<file path="src/rtl/wear_count_table_if.sv">
// Bus bundle for wear_count_table: erase, read and scan signals.
// Optional WEAR_IRQ_EN adds wear_thresh/irq_clr/wear_irq.
interface wear_count_table_if #(
    parameter int BLOCKS = 64,
    parameter int CNT_W  = 16
);
    localparam int IDX_W = $clog2(BLOCKS);

    logic             erase_en;
    logic [IDX_W-1:0] erase_block;
    logic [IDX_W-1:0] rd_block;
    logic [CNT_W-1:0] rd_count;
    logic             scan_start;
    logic             scan_busy;
    logic             scan_done;
    logic             scan_stale;
    logic [IDX_W-1:0] min_block;
    logic [CNT_W-1:0] min_count;
    logic [IDX_W-1:0] max_block;
    logic [CNT_W-1:0] max_count;
    logic             sat_any;
`ifdef WEAR_IRQ_EN
    logic [CNT_W-1:0] wear_thresh;
    logic             irq_clr;
    logic             wear_irq;

    modport master (
        output erase_en, erase_block, rd_block, scan_start, wear_thresh, irq_clr,
        input  rd_count, scan_busy, scan_done, scan_stale, min_block, min_count,
               max_block, max_count, sat_any, wear_irq
    );
    modport slave (
        input  erase_en, erase_block, rd_block, scan_start, wear_thresh, irq_clr,
        output rd_count, scan_busy, scan_done, scan_stale, min_block, min_count,
               max_block, max_count, sat_any, wear_irq
    );
`else
    modport master (
        output erase_en, erase_block, rd_block, scan_start,
        input  rd_count, scan_busy, scan_done, scan_stale, min_block, min_count,
               max_block, max_count, sat_any
    );
    modport slave (
        input  erase_en, erase_block, rd_block, scan_start,
        output rd_count, scan_busy, scan_done, scan_stale, min_block, min_count,
               max_block, max_count, sat_any
    );
`endif
endinterface

</file>
<file path="src/rtl/wear_count_table.sv">
// Per-block saturating erase counters with registered read port, sticky saturation
// flag and sequential min/max scan. Optional WEAR_IRQ_EN adds a wear threshold interrupt.
module wear_count_table #(
    parameter int BLOCKS = 64,
    parameter int CNT_W  = 16
) (
    input  logic              clk,
    input  logic              reset,
    wear_count_table_if.slave bus
);
    localparam int               IDX_W    = $clog2(BLOCKS);
    localparam logic [IDX_W:0]   BLK_LIM  = (IDX_W+1)'(BLOCKS);
    localparam logic [IDX_W-1:0] LAST_IDX = IDX_W'(BLOCKS - 1);
    localparam logic [CNT_W-1:0] CNT_MAX  = '1;
    localparam logic [CNT_W-1:0] CNT_PRE  = CNT_MAX - 1'b1;

    typedef enum logic [1:0] {IDLE, SCAN, DONE} state_t;

    state_t           r_state, w_state_next;
    logic [CNT_W-1:0] r_cnt [BLOCKS];
    logic [CNT_W-1:0] r_rd;
    logic             r_sat;
    logic [IDX_W-1:0] r_idx;
    logic [CNT_W-1:0] r_min, r_max, r_min_out, r_max_out;
    logic [IDX_W-1:0] r_min_blk, r_max_blk, r_min_blk_out, r_max_blk_out;
    logic             r_stale, r_stale_out;

    logic             w_erase_ok, w_rd_ok, w_inc, w_busy, w_done;
    logic             w_seed, w_min_take, w_max_take, w_stale_next;
    logic [CNT_W-1:0] w_cur, w_scan_val, w_min_next, w_max_next;
    logic [IDX_W-1:0] w_min_blk_next, w_max_blk_next;
    logic [BLOCKS-1:0] w_hit;

    assign w_erase_ok = bus.erase_en && ({1'b0, bus.erase_block} < BLK_LIM);
    assign w_rd_ok    = {1'b0, bus.rd_block} < BLK_LIM;
    assign w_cur      = r_cnt[bus.erase_block];
    assign w_inc      = w_erase_ok && (w_cur != CNT_MAX);

    genvar gi;
    generate
        for (gi = 0; gi < BLOCKS; gi++) begin : g_hit
            assign w_hit[gi] = w_inc && (bus.erase_block == IDX_W'(gi));
        end
    endgenerate

    always_ff @(posedge clk or posedge reset) begin
        if (reset) begin
            for (int i = 0; i < BLOCKS; i++) r_cnt[i] <= '0;
            r_rd  <= '0;
            r_sat <= 1'b0;
        end else begin
            for (int i = 0; i < BLOCKS; i++)
                if (w_hit[i]) r_cnt[i] <= r_cnt[i] + 1'b1;
            // Read samples the stored value, so a same-cycle erase is not visible yet
            r_rd <= w_rd_ok ? r_cnt[bus.rd_block] : '0;
            if (w_inc && (w_cur == CNT_PRE)) r_sat <= 1'b1;
        end
    end

    always_ff @(posedge clk or posedge reset) begin
        if (reset) r_state <= IDLE;
        else       r_state <= w_state_next;
    end

    always_comb begin
        w_state_next = r_state;
        w_busy       = 1'b0;
        w_done       = 1'b0;
        case (r_state)
            IDLE: if (bus.scan_start) w_state_next = SCAN;
            SCAN: begin
                w_busy = 1'b1;
                if (r_idx == LAST_IDX) w_state_next = DONE;
            end
            DONE: begin
                w_done       = 1'b1;
                w_state_next = IDLE;
            end
            default: w_state_next = IDLE;
        endcase
    end

    // Strict compares keep the lowest index on ties
    assign w_scan_val     = r_cnt[r_idx];
    assign w_seed         = (r_idx == '0);
    assign w_min_take     = w_seed || (w_scan_val < r_min);
    assign w_max_take     = w_seed || (w_scan_val > r_max);
    assign w_min_next     = w_min_take ? w_scan_val : r_min;
    assign w_max_next     = w_max_take ? w_scan_val : r_max;
    assign w_min_blk_next = w_min_take ? r_idx : r_min_blk;
    assign w_max_blk_next = w_max_take ? r_idx : r_max_blk;
    assign w_stale_next   = r_stale | w_erase_ok;

    always_ff @(posedge clk or posedge reset) begin
        if (reset) begin
            r_idx         <= '0;
            r_min         <= '0;
            r_max         <= '0;
            r_min_blk     <= '0;
            r_max_blk     <= '0;
            r_stale       <= 1'b0;
            r_min_out     <= '0;
            r_max_out     <= '0;
            r_min_blk_out <= '0;
            r_max_blk_out <= '0;
            r_stale_out   <= 1'b0;
        end else begin
            case (r_state)
                IDLE: if (bus.scan_start) begin
                    r_idx   <= '0;
                    r_stale <= 1'b0;
                end
                SCAN: begin
                    r_idx     <= r_idx + 1'b1;
                    r_min     <= w_min_next;
                    r_max     <= w_max_next;
                    r_min_blk <= w_min_blk_next;
                    r_max_blk <= w_max_blk_next;
                    r_stale   <= w_stale_next;
                    // Publish on entry to DONE so results are valid alongside scan_done
                    if (r_idx == LAST_IDX) begin
                        r_min_out     <= w_min_next;
                        r_max_out     <= w_max_next;
                        r_min_blk_out <= w_min_blk_next;
                        r_max_blk_out <= w_max_blk_next;
                        r_stale_out   <= w_stale_next;
                    end
                end
                default: ;
            endcase
        end
    end

    assign bus.rd_count   = r_rd;
    assign bus.sat_any    = r_sat;
    assign bus.scan_busy  = w_busy;
    assign bus.scan_done  = w_done;
    assign bus.scan_stale = r_stale_out;
    assign bus.min_block  = r_min_blk_out;
    assign bus.min_count  = r_min_out;
    assign bus.max_block  = r_max_blk_out;
    assign bus.max_count  = r_max_out;

`ifdef WEAR_IRQ_EN
    logic             r_irq;
    logic [CNT_W-1:0] w_post;

    assign w_post = w_inc ? w_cur + 1'b1 : w_cur;

    always_ff @(posedge clk or posedge reset) begin
        if (reset)                                          r_irq <= 1'b0;
        else if (w_erase_ok && (w_post >= bus.wear_thresh)) r_irq <= 1'b1;
        else if (bus.irq_clr)                               r_irq <= 1'b0;
    end

    assign bus.wear_irq = r_irq;
`endif
endmodule
</file>
<file path="src/flat_wrapper.sv">
// flat-port wrapper written by rule: the top's interface ports become plain ports
module wear_count_table_flat 
#(
    parameter int BLOCKS = 64,
    parameter int CNT_W  = 16
)
  (clk, reset, bus_erase_en, bus_erase_block, bus_rd_block, bus_scan_start, bus_rd_count, bus_scan_busy, bus_scan_done, bus_scan_stale, bus_min_block, bus_min_count, bus_max_block, bus_max_count, bus_sat_any);
  wear_count_table_if #(.BLOCKS(BLOCKS), .CNT_W(CNT_W)) bus_i ();
  input  logic clk;
  input  logic reset;
  input wire logic [$bits(bus_i.erase_en)-1:0] bus_erase_en;
  input wire logic [$bits(bus_i.erase_block)-1:0] bus_erase_block;
  input wire logic [$bits(bus_i.rd_block)-1:0] bus_rd_block;
  input wire logic [$bits(bus_i.scan_start)-1:0] bus_scan_start;
  output wire logic [$bits(bus_i.rd_count)-1:0] bus_rd_count;
  output wire logic [$bits(bus_i.scan_busy)-1:0] bus_scan_busy;
  output wire logic [$bits(bus_i.scan_done)-1:0] bus_scan_done;
  output wire logic [$bits(bus_i.scan_stale)-1:0] bus_scan_stale;
  output wire logic [$bits(bus_i.min_block)-1:0] bus_min_block;
  output wire logic [$bits(bus_i.min_count)-1:0] bus_min_count;
  output wire logic [$bits(bus_i.max_block)-1:0] bus_max_block;
  output wire logic [$bits(bus_i.max_count)-1:0] bus_max_count;
  output wire logic [$bits(bus_i.sat_any)-1:0] bus_sat_any;
  assign bus_i.erase_en = bus_erase_en;
  assign bus_i.erase_block = bus_erase_block;
  assign bus_i.rd_block = bus_rd_block;
  assign bus_i.scan_start = bus_scan_start;
  assign bus_rd_count = bus_i.rd_count;
  assign bus_scan_busy = bus_i.scan_busy;
  assign bus_scan_done = bus_i.scan_done;
  assign bus_scan_stale = bus_i.scan_stale;
  assign bus_min_block = bus_i.min_block;
  assign bus_min_count = bus_i.min_count;
  assign bus_max_block = bus_i.max_block;
  assign bus_max_count = bus_i.max_count;
  assign bus_sat_any = bus_i.sat_any;
  wear_count_table #(.BLOCKS(BLOCKS), .CNT_W(CNT_W)) u_core (.clk(clk), .reset(reset), .bus(bus_i));
endmodule
</file>
<file path="config.mk">
export PLATFORM = sky130hd
export DESIGN_NAME = wear_count_table_flat
export DESIGN_NICKNAME = d
export VERILOG_FILES = /design/src/rtl/wear_count_table_if.sv /design/src/rtl/wear_count_table.sv /design/src/flat_wrapper.sv
export SDC_FILE = /design/constraint.sdc
export NUM_CORES = 2
export LEC_CHECK = 0
export CAP_MARGIN = 20
export CORE_ASPECT_RATIO = 1.1
export CORE_MARGIN = 1.5
export CORE_UTILIZATION = 35
export DETAILED_ROUTE_END_ITERATION = 8
export PLACE_DENSITY = 0.6
export SETUP_SLACK_MARGIN = 0.15
export SYNTH_ARGS = -nofsm -noshare
export SYNTH_HDL_FRONTEND = slang
export SYNTH_SLANG_ARGS = --single-unit
</file>
<file path="constraint.sdc">
create_clock -name clk -period 37.5 [get_ports clk]
set_input_delay 7.5 -clock clk [delete_from_list [all_inputs] [get_ports clk]]
set_output_delay 7.5 -clock clk [all_outputs]
set_load 0.005 [all_outputs]
</file>
==> qor.yml <==
cts_resized: 0
cts_setup_buffers: 0
syn_nets: 6721
grt_pass1_wl_mm: 420
htreeDepth: 4
crit_slowest_cell: "nand2b_1"
cts_buffers: 136
hp-start: "u_core.bus.min_block[3]$_DFFE_PP0P_"
holdBufCountCts: 0
io_buffers: 79
track_usage: 0.261
synth_edf_count: 0
fin_worst_skew_ns: 0.0405
start_util: 0.352
max_freq_mhz: 76.4
grt_antenna_before_repair: 37
cts_sinks: 1139
worstHoldPathCells: 2
relSlewSlack: 0.176
hold_viol_final: 0
sequential_cell_area_um2: 28500
min_to: "u_core.bus.min_block[3]$_DFFE_PP0P_"
fin_cells: 9540
r2r-end: "u_core.r_min_blk[0]$_DFFE_PP0P_"
critPathLaunch: "bus_erase_block[5]"
dpl.cell_count: 9263
num_vias: 60400
report.final.slew_viol_count: 0
core_um2: 216000
clk_pin_slew_ns: 0.06
rsz0062_at_grt: "false"
vdd_drop_max_mv: 0.0611
synth_flop_cell: "dfrtp_1"
overflow: 0
cts_root_buffer: "clkbuf_16"
ys_ff_latch: 1139
remaining_drc_errors: 0
end_kind: "flop"
status: "finished, final reports clean"
multi_input_area_um2: 45000
hpwl_mm: 210
reg2reg_slack_ns: 29.63
min_period_ns: 13.10
areaGrowthSynthToFinish_pct: 10.7
synth_area_um2: 76200
cp_top_family: "buffers and inverters"
dr.pass1.iters: 7
power_leakage_nw: 37.2
critPathKind: "in -> reg"
ys_seq_area_frac: 0.374
crit_chain: "clkdlybuf4s50_1, buf_4, buf_4, nand2b_1, a21oi_1, nand3_1, o22ai_1, o211ai_1, o32a_1, o21ai_4, buf_4, buf_12, nor2_1, mux2_2"
nets: 6623
synthArstFlopShare: 1.00
nFillCells: 20700
synth-warning-count: 0
cts_buffer_depth: 3
ff2ff_path_depth: 18
ant_nets: 0
fin_setup_tns_ns: 0
final_layout_size_suffix_gt1_frac: 0.216
synth_cell_type_count: 76
grt_max_degree: 179
crit_path_max_fanout: 166
p_per_area_nw_per_um2: 49.8
synthCells: 6608
crit_path_max_incr_delay_ns: 0.76
setup_violations: 0
hold_class: "reg -> reg"
drt_iter0_drc: 7660
period_share: 0.349
r2r_start: "u_core.r_idx[0]$_DFFE_PP0P_"
rows: 179
grt_pass1_vias: 57800
crit_buf_inv: 5
gp_congestion: 1.03
startpoint_type: "input port"
mostFrequentLayoutCell: "dfrtp_1"
final_cell_mix: "dfrtp_1, mux4_2, xor2_1"
cp_data_required_time_ns: 38.19
wl_per_cell_um: 30.5
avgSynthCellArea_um2: 11.5
cp.arrival_ns: 13.79
crit_top_cell: "buf_4"
tritoncts: "built"
dieArea_um2: 221000
io_pins: 80
tightest_slew_ns: 1.24
routed_wl_mm: 291
routed_via_density: 6.33
chipWidth_um: 448
clk_latency_ns: 0.83
maxCapViolations: 0
die_h_um: 492
worst min-delay path, delay by kind of cell, from the launching register on:
kind,cells,cell delay (ns)
flip-flops,1,0.35
AND/OR/NAND/NOR,2,0.10
worst max-delay path by stage:
stage,to,cells after the start
after floorplan,u_core.bus.max_block[0]$_DFFE_PP0P_,1
after global placement,u_core.r_cnt[941]$_DFFE_PP0P_,14
after detailed placement,u_core.r_cnt[941]$_DFFE_PP0P_,14
after CTS,u_core.r_cnt[941]$_DFFE_PP0P_,14
after global routing,u_core.r_cnt[721]$_DFFE_PP0P_,14
final,u_core.r_cnt[625]$_DFFE_PP0P_,14
cells in the mapped netlist, types with 26 or more instances:
cell	number	area, um^2
dfrtp_1	1139	28500
mux4_2	790	17800
xor2_1	764	6690
nand2_1	530	1990
nor2_1	402	1510
nor3_1	399	2000
nand3_1	374	1870
clkbuf_1	208	781
inv_1	176	661
nand4_1	164	1030
mux2i_1	162	1620
nor4_1	157	982
xnor2_1	131	1150
and3_1	126	788
buf_2	115	576
mux2_2	107	1200
ha_1	97	1210
nor4_2	82	1030
a21oi_1	76	380
o21ai_0	76	380
buf_1	69	259
a22oi_1	50	375
a31o_2	35	307
a31oi_1	30	188
buf_4	26	195
or3_1	26	163
area by class of cell:
type	instances	share of cell area
clock inverter	41	0.00586
inverter	180	0.00805
tap	2896	0.0429
multi-input combinational	4848	0.534
antenna	30	0.000890
sequential	1139	0.338
timing repair buffer	205	0.0227
clock buffer	201	0.0480
flip-flops by register name, summed over array words and instances (netlist names):
name,flops
u_core.bus.scan_stale,1
u_core.bus.min_count,16
u_core.r_max_blk,6
u_core.bus.max_block,6
u_core.r_idx,6
u_core.bus.sat_any,1
u_core.r_min_blk,6
u_core.r_cnt,1024
u_core.r_max,16
u_core.bus.min_block,6
u_core.r_min,16
u_core.bus.rd_count,16
u_core.bus.max_count,16
u_core.r_state,2
u_core.r_stale,1
through the flow:
step | setup slack [ns] | instance area (um^2) | util | hold WS, ns | total power [mW]
2_1_floorplan | 14.28 | 76200 | - | 0.460 | 2.32
3_3_place_gp | 23.37 | 79600 | 0.368 | 0.455 | 2.78
5_1_grt | 24.45 | 84300 | 0.390 | 0.521 | 4.33
6_report | 24.40 | 84400 | 0.390 | 0.493 | 4.20
3_5_place_dp | 23.40 | 79700 | 0.368 | 0.487 | 2.80
4_1_cts | 24.22 | 84200 | 0.389 | 0.499 | 4.18
routing by layer:
layer,wire length (um),track usage
met2,133000,0.403
met1,105000,0.325
met3,33100,0.0778
met4,20000,0.151
met5,169,0
power by group:
part	switching, mW	leakage, nW	internal [mW]
Combinational	0.783	19.9	0.600
Clock	0.573	2.25	0.810
Sequential	0.128	15.1	1.31
cell families (layout without fill, tap and decap cells):
logic type | Yosys count | after routing | share of synthesized area
AOI/OAI and AO/OA | 391 | 391 | 0.0351
xor gates and xnor gates | 895 | 895 | 0.103
adders and majority gates | 97 | 97 | 0.0159
buffers and inverters | 621 | 627 | 0.0360
DFF | 1139 | 1139 | 0.374
muxes | 1076 | 1076 | 0.273
other | 0 | 30 | 0
and+or+nand+nor | 2389 | 2389 | 0.163
Power figures use the tool's default switching activity.
